`config.mk`:
```
export PLATFORM = sky130hd
export DESIGN_NAME = rv_mc_datapath_hs
export DESIGN_NICKNAME = d
export VERILOG_FILES = /design/src/rtl/rv_mc_datapath_hs.sv
export SDC_FILE = /design/constraint.sdc
export NUM_CORES = 2
export LEC_CHECK = 0
export CAP_MARGIN = 20
export CORE_UTILIZATION = 47
export CTS_CLUSTER_DIAMETER = 150
export CTS_CLUSTER_SIZE = 24
export DETAILED_ROUTE_END_ITERATION = 8
export REMOVE_ABC_BUFFERS = 1
export SLEW_MARGIN = 15
export SYNTH_ARGS = -nofsm -noshare
export SYNTH_HDL_FRONTEND = slang
export SYNTH_SLANG_ARGS = --single-unit
```
`constraint.sdc`:
```
create_clock -name clk -period 8.9 [get_ports clk]
set_input_delay 1.335 -clock clk [delete_from_list [all_inputs] [get_ports clk]]
set_output_delay 1.335 -clock clk [all_outputs]
set_load 0.02 [all_outputs]
```
`src/rtl/rv_mc_datapath_hs.sv`:
```
// rv_mc_datapath_hs: multicycle RV32 datapath driven by an external controller.
// The memory port uses req/ack handshaking with a wait-state FSM (IDLE/REQ/DONE).
// It supports byte-enable stores and sign/zero-extended sub-word loads.
// Optional build macro MISALIGN_TRAP_EN adds the misalign output. A misaligned
// halfword or word access then completes without a bus request.
module rv_mc_datapath_hs #(
    parameter int               XLEN     = 32,
    parameter int               NREG     = 32,
    parameter logic [XLEN-1:0]  RESET_PC = 32'h0000_0000,
    parameter int               AW       = 32
) (
    input  logic            clk,
    input  logic            reset_n,
    input  logic            PCWrite,
    input  logic            AdrSrc,
    input  logic            IRWrite,
    input  logic            RegWrite,
    input  logic            MemStart,
    input  logic            MemWE,
    input  logic [1:0]      ResultSrc,
    input  logic [1:0]      ALUSrcA,
    input  logic [1:0]      ALUSrcB,
    input  logic [3:0]      ALUControl,
    input  logic [2:0]      ImmSrc,
    output logic [6:0]      op,
    output logic [2:0]      funct3,
    output logic            funct7_5,
    output logic            zero,
    output logic            mem_busy,
    output logic            mem_done,
    output logic            mem_req,
    output logic            mem_we,
    output logic [3:0]      mem_be,
    output logic [AW-1:0]   mem_addr,
    output logic [XLEN-1:0] mem_wdata,
    input  logic [XLEN-1:0] mem_rdata,
    input  logic            mem_ack
`ifdef MISALIGN_TRAP_EN
    ,
    output logic            misalign
`endif
);

    localparam int         RIDX   = $clog2(NREG);
    localparam logic [5:0] NREG_L = 6'(NREG);

    typedef enum logic [1:0] {IDLE, REQ, DONE} mem_state_t;

    mem_state_t state, next_state;

    logic [XLEN-1:0] pc, old_pc, ir, mdr, a_r, b_r, alu_out;
    logic [XLEN-1:0] rf [NREG];
    logic [XLEN-1:0] rd_a, rd_b, imm_ext, src_a, src_b, alu_res, result, adr, load_data;
    logic signed [XLEN-1:0] src_a_s, src_b_s;
    logic [4:0]      rs1, rs2, rd;
    logic            accept, fault, ack_read;

    // latched transaction context
    logic [AW-1:2]   addr_l;
    logic [1:0]      off_l;
    logic            we_l;
    logic [2:0]      f3_l;
    logic [3:0]      be_l;
    logic [XLEN-1:0] wdata_l;

    // load lane select and extension
    function automatic logic [31:0] load_ext(input logic [31:0] raw, input logic [1:0] off,
                                             input logic [2:0] f3);
        logic [31:0] sh;
        sh = raw >> {off, 3'b000};
        case (f3)
            3'b000:  load_ext = {{24{sh[7]}}, sh[7:0]};
            3'b001:  load_ext = {{16{sh[15]}}, sh[15:0]};
            3'b100:  load_ext = {24'b0, sh[7:0]};
            3'b101:  load_ext = {16'b0, sh[15:0]};
            default: load_ext = sh;
        endcase
    endfunction

    // byte enables for a transaction; reads always take the full word
    function automatic logic [3:0] store_be(input logic we, input logic [2:0] f3,
                                            input logic [1:0] off);
        if (!we)
            store_be = 4'b1111;
        else begin
            case (f3[1:0])
                2'b00:   store_be = 4'b0001 << off;
                2'b01:   store_be = 4'b0011 << {off[1], 1'b0};
                default: store_be = 4'b1111;
            endcase
        end
    endfunction

    // store data replicated across all lanes the enables may select
    function automatic logic [31:0] store_data(input logic [2:0] f3, input logic [31:0] b);
        case (f3[1:0])
            2'b00:   store_data = {4{b[7:0]}};
            2'b01:   store_data = {2{b[15:0]}};
            default: store_data = b;
        endcase
    endfunction

    assign op       = ir[6:0];
    assign funct3   = ir[14:12];
    assign funct7_5 = ir[30];
    assign rs1      = ir[19:15];
    assign rs2      = ir[24:20];
    assign rd       = ir[11:7];

    // x0 and indices beyond the implemented file read as zero
    assign rd_a = (rs1 == 5'd0 || {1'b0, rs1} >= NREG_L) ? '0 : rf[rs1[RIDX-1:0]];
    assign rd_b = (rs2 == 5'd0 || {1'b0, rs2} >= NREG_L) ? '0 : rf[rs2[RIDX-1:0]];

    // immediate decode
    always_comb begin
        imm_ext = '0;
        case (ImmSrc)
            3'd0: imm_ext = {{20{ir[31]}}, ir[31:20]};
            3'd1: imm_ext = {{20{ir[31]}}, ir[31:25], ir[11:7]};
            3'd2: imm_ext = {{19{ir[31]}}, ir[31], ir[7], ir[30:25], ir[11:8], 1'b0};
            3'd3: imm_ext = {ir[31:12], 12'b0};
            3'd4: imm_ext = {{11{ir[31]}}, ir[31], ir[19:12], ir[20], ir[30:21], 1'b0};
            default: imm_ext = '0;
        endcase
    end

    // ALU operand selection
    always_comb begin
        src_a = '0;
        src_b = '0;
        case (ALUSrcA)
            2'd0: src_a = pc;
            2'd1: src_a = old_pc;
            2'd2: src_a = a_r;
            default: src_a = '0;
        endcase
        case (ALUSrcB)
            2'd0: src_b = b_r;
            2'd1: src_b = imm_ext;
            2'd2: src_b = 32'd4;
            default: src_b = '0;
        endcase
    end

    assign src_a_s = src_a;
    assign src_b_s = src_b;

    // ALU
    always_comb begin
        alu_res = '0;
        case (ALUControl)
            4'd0: alu_res = src_a + src_b;
            4'd1: alu_res = src_a - src_b;
            4'd2: alu_res = src_a & src_b;
            4'd3: alu_res = src_a | src_b;
            4'd4: alu_res = src_a ^ src_b;
            4'd5: alu_res = {{(XLEN-1){1'b0}}, (src_a_s < src_b_s)};
            4'd6: alu_res = {{(XLEN-1){1'b0}}, (src_a < src_b)};
            4'd7: alu_res = src_a << src_b[4:0];
            4'd8: alu_res = src_a >> src_b[4:0];
            4'd9: alu_res = XLEN'(src_a_s >>> src_b[4:0]);
            default: alu_res = '0;
        endcase
    end

    assign zero      = (alu_res == '0);
    assign adr       = AdrSrc ? alu_out : pc;
    assign load_data = load_ext(mdr, off_l, f3_l);

    // result bus back to PC and register file
    always_comb begin
        result = '0;
        case (ResultSrc)
            2'd0: result = alu_out;
            2'd1: result = load_data;
            2'd2: result = alu_res;
            default: result = '0;
        endcase
    end

`ifdef MISALIGN_TRAP_EN
    assign fault = ((funct3[1:0] == 2'b01) && (adr[1:0] == 2'b11)) ||
                   ((funct3[1:0] == 2'b10) && (adr[1:0] != 2'b00));
`else
    assign fault = 1'b0;
`endif

    // memory FSM state register
    always_ff @(posedge clk or negedge reset_n) begin
        if (!reset_n)
            state <= IDLE;
        else
            state <= next_state;
    end

    // memory FSM next state; a new request is accepted from IDLE or DONE only
    always_comb begin
        next_state = state;
        accept     = 1'b0;
        case (state)
            IDLE: begin
                if (MemStart) begin
                    accept     = 1'b1;
                    next_state = fault ? DONE : REQ;
                end
            end
            REQ: begin
                if (mem_ack)
                    next_state = DONE;
            end
            DONE: begin
                next_state = IDLE;
                if (MemStart) begin
                    accept     = 1'b1;
                    next_state = fault ? DONE : REQ;
                end
            end
            default: next_state = IDLE;
        endcase
    end

    assign ack_read  = (state == REQ) && mem_ack && !we_l;
    assign mem_req   = (state == REQ);
    assign mem_we    = (state == REQ) && we_l;
    assign mem_be    = (state == REQ) ? be_l : 4'b0000;
    assign mem_addr  = {addr_l, 2'b00};
    assign mem_wdata = wdata_l;
    assign mem_done  = (state == DONE);
    assign mem_busy  = (state == REQ) || MemStart;

    // transaction context captured when a request is accepted
    always_ff @(posedge clk or negedge reset_n) begin
        if (!reset_n) begin
            addr_l  <= '0;
            off_l   <= 2'b00;
            we_l    <= 1'b0;
            f3_l    <= 3'b000;
            be_l    <= 4'b0000;
            wdata_l <= '0;
        end else if (accept) begin
            addr_l  <= adr[AW-1:2];
            off_l   <= adr[1:0];
            we_l    <= MemWE;
            f3_l    <= funct3;
            be_l    <= store_be(MemWE, funct3, adr[1:0]);
            wdata_l <= store_data(funct3, b_r);
        end
    end

`ifdef MISALIGN_TRAP_EN
    logic misalign_r;

    // fault flag holds until the next accepted request
    always_ff @(posedge clk or negedge reset_n) begin
        if (!reset_n)
            misalign_r <= 1'b0;
        else if (accept)
            misalign_r <= fault;
    end

    assign misalign = misalign_r;
`endif

    // architectural and inter-cycle datapath registers
    always_ff @(posedge clk or negedge reset_n) begin
        if (!reset_n) begin
            pc      <= RESET_PC;
            old_pc  <= '0;
            ir      <= '0;
            mdr     <= '0;
            a_r     <= '0;
            b_r     <= '0;
            alu_out <= '0;
        end else begin
            a_r     <= rd_a;
            b_r     <= rd_b;
            alu_out <= alu_res;
            if (PCWrite)
                pc <= result;
            if (ack_read) begin
                mdr <= mem_rdata;
                if (IRWrite) begin
                    ir     <= mem_rdata;
                    old_pc <= pc;
                end
            end
        end
    end

    // register file write port; x0 and unimplemented registers are never written
    always_ff @(posedge clk) begin
        if (RegWrite && rd != 5'd0 && {1'b0, rd} < NREG_L)
            rf[rd[RIDX-1:0]] <= result;
    end

endmodule

```
==> impl_metrics.json <==
{
  "slew_headroom": 0.171,
  "reg2reg_depth": 21,
  "ios": 138,
  "start_util": 0.475,
  "ys_seq_area_frac": 0.551,
  "fin_skew_ps": 67.3,
  "layout.nets": 5029,
  "synth_top_area_share": 0.443,
  "place_congestion": 1.07,
  "die_h_um": 386,
  "critPathRequiredTime_ps": 7570,
  "yosysTopAreaCell": "edfxtp_1",
  "path_class": "primary input to output port",
  "fp.dieW_um": 386,
  "cts-root-buf": "clkbuf_16",
  "routed_wl_mm": 276,
  "grt_pass1_wl_mm": 378,
  "drc_errors": 0,
  "hold_viol_final": 0,
  "powerDensity_mw_per_mm2": 338,
  "wl_met3_mm": 26.4,
  "antenna_found_initial": 16,
  "r2r_start": "b_r[2]",
  "hold_path.class": "flop to flop",
  "worst_ep_arrival_time_ps": 7270,
  "fmax_ghz": 0.116,
  "timing.rr.end": "pc[30]",
  "grt_max_degree": 152,
  "cts_made_buffers": 66,
  "avgSynthCellArea_um2": 14.7,
  "synth.distinct_cells": 97,
  "final_area_mm2": 0.0768,
  "endpoint_kind": "output port",
  "dpl_cell_area_mm2": 0.0747,
  "synth_ff_type": "edfxtp_1",
  "cts_htree_levels": 3,
  "holdPathStages": 2,
  "grt_pass1_vias": 46000,
  "period_minus_slack_ps": 8610,
  "syn_inst": 4711,
  "cts_max_path_buffers": 3,
  "cts_tree": "built",
  "wl_met1_mm": 109,
  "dieArea_mm2": 0.149,
  "clk_pin_slew_ps": 100,
  "finalSetupViolations": 0,
  "synthTopCellsByCount": "1024 x edfxtp_1, 562 x mux4_2, 339 x nor2_1",
  "grt_usage": 0.372,
  "post-cts-setup-buffers": 0,
  "synth-edff-count": 1024,
  "ys_ff_latch": 1322,
  "wl_per_cell_um": 40.4,
  "io_buffers": 135,
  "routed.top_layer": "met5",
  "worstSetupEndpoint": "zero",
  "cts.sinks": 1322,
  "syn_area_mm2": 0.0693,
  "p_leak_uw": 0.0271,
  "drt_iter0_drc": 6469,
  "ys_async_sr_fraction": 0.225,
  "vias_per_cell": 6.96,
  "yosysWarningCount": 0,
  "yosysMostFrequentCell": "edfxtp_1",
  "whs_ps": 485,
  "instances_no_fill": 6847,
  "layout_worst_path_cycle_share": 0.967,
  "vias": 47700,
  "peakVddDrop_mv": 0.235,
  "utilization": 0.526,
  "dp.cells": 6719,
  "synthToLayoutAreaGrowth_pct": 10.8,
  "dp_hpwl_mm": 184,
  "slew_viol_final": 0,
  "path_max_fanout": 14,
  "grt_overflow": 0,
  "r2r_slack_ps": 2970,
  "num_rows": 140,
  "drive_gt1_frac": 0.254,
  "insertion_delay_ps": 740,
  "dr.pass1.iters": 6,
  "ant_nets": 0,
  "design.core.area_mm2": 0.146,
  "wl_met2_mm": 125,
  "status": "finished clean",
  "cp-startpoint": "ImmSrc[0]",
  "postCtsHoldBufs": 0,
  "drv_cap": 0,
  "startpoint_type": "primary input",
  "worst_pin_slew_ps": 1240,
  "synthTopCellsByArea": "edfxtp_1 44%, mux4_2 18%, dfrtp_1 11%, mux2i_1 4.8%, mux2_2 3.0%"
}
-- state kept, by name (all words and copies together) (netlist names), 2 cells and up --
signal / cells
ir: 32
f3_l: 3
off_l: 2
pc: 32
a_r: 32
state: 2
mem_wdata: 32
old_pc: 32
mdr: 32
be_l: 4
alu_out: 32
rf: 1024
b_r: 32
addr_l: 30
-- layout make-up --
cell class / count / area (um^2)
well taps: 1917 / 2400
fillers: 12200 / 69200
clock inverters: 11 / 241
inverters: 107 / 404
clock buffers: 110 / 1820
diodes: 2 / 5.00
flip-flops and latches: 1322 / 38200
multi-input cells: 2938 / 29900
repair buffers: 440 / 3800
-- where the power goes --
part           internal [uW]  switching (uW)  leakage (uW)  total [uW]
clock network           1470            2090      0.000966        3560
registers               8100            1200        0.0131        9300
logic                   5440            7690        0.0130       13100
total                  15000           11000        0.0271       26000
-- worst max-delay path, stage by stage --
cell             delay [ps]
clkdlybuf4s50_1         540
buf_4                   230
nand2_1                 120
o22ai_2                 370
buf_4                   250
nand2_1                  60
a21oi_1                 140
a21oi_1                  90
ha_1                    470
buf_4                   210
or4_1                   490
nor3_1                  270
o31ai_1                 120
buf_4                   180
a21oi_1                 300
or2_2                   190
a21oi_1                  80
xnor2_1                 200
a221o_1                 410
or4_1                   590
nor4_2                  270
buf_4                   190
buf_12                  110
-- how the worst min path moves through the flow --
stage	startpoint	endpoint	slack, ps
after floorplan	be_l[1]	be_l[1]	440
after global placement	mem_wdata[1]	mem_wdata[1]	460
after detailed placement	mem_wdata[1]	mem_wdata[1]	470
after CTS	mem_wdata[1]	mem_wdata[1]	490
after global routing	addr_l[4]	addr_l[4]	520
final	mem_wdata[1]	mem_wdata[1]	490
-- what timing repair did --
action	in CTS	in global routing
hold endpoints to repair	0	0
setup endpoints to repair	0	1
gates resized for setup	0	5
-- metrics by stage --
step	total power [uW]	setup slack, ps	setup TNS (ps)
global route	26900	-0.492	-0.492
finish	26000	292	0
CTS	25800	125	0
global placement	22300	63.8	0
floorplan	18400	-8250	-7740290
detailed placement	22300	160	0
-- logic make-up (layout without fill, tap and decap cells) --
kind of cell    after synthesis  count (layout)  synth area share
simple gates                841             841            0.0541
mux                        1088            1088             0.263
compound gates              851             851            0.0823
other cells                   1              36         0.0000541
buf+inv                     484             668            0.0286
flops                      1322            1322             0.551
xor+xnor                     24              24           0.00303
fa+ha+maj                   100             100            0.0183
-- cells in the final DEF (no fill, tap or decap), types with 13 or more instances in the layout --
cell type / Yosys / final
o32ai_4: 0 / 13
nor2_1: 339 / 306
o21ai_0: 175 / 165
nand3_1: 34 / 34
xnor2_1: 17 / 17
mux4_2: 562 / 562
nor3_1: 70 / 69
and2_1: 13 / 13
edfxtp_1: 1024 / 1024
a221oi_1: 39 / 39
dfrtp_1: 298 / 287
a211o_1: 20 / 20
nor2b_1: 29 / 25
o221ai_1: 33 / 33
inv_1: 102 / 101
o2bb2ai_1: 33 / 32
clkbuf_16: 0 / 66
a21oi_1: 177 / 177
a22oi_1: 24 / 24
nor4_1: 16 / 15
nor2_4: 1 / 34
o31ai_1: 18 / 16
o211ai_1: 34 / 34
mux2_2: 182 / 182
ha_1: 98 / 98
nand2_1: 242 / 240
a21boi_0: 13 / 13
a21o_1: 29 / 29
clkbuf_1: 257 / 44
nand2b_1: 19 / 18
buf_4: 21 / 288
mux2i_1: 333 / 333
clkdlybuf4s50_1: 0 / 127
or3_1: 17 / 16
o22ai_1: 68 / 63
a211oi_1: 46 / 45
a31oi_1: 30 / 30
conb_1: 1 / 34
-- per-layer routing --
metal | global-route usage | vias to the layer above
met4 | 0.174 | 6
met3 | 0.0699 | 494
li1 | - | 19100
met1 | 0.518 | 25300
met2 | 0.566 | 2789
met5 | 0.00390 | -
Note: power is estimated with default switching activity, not from simulation.
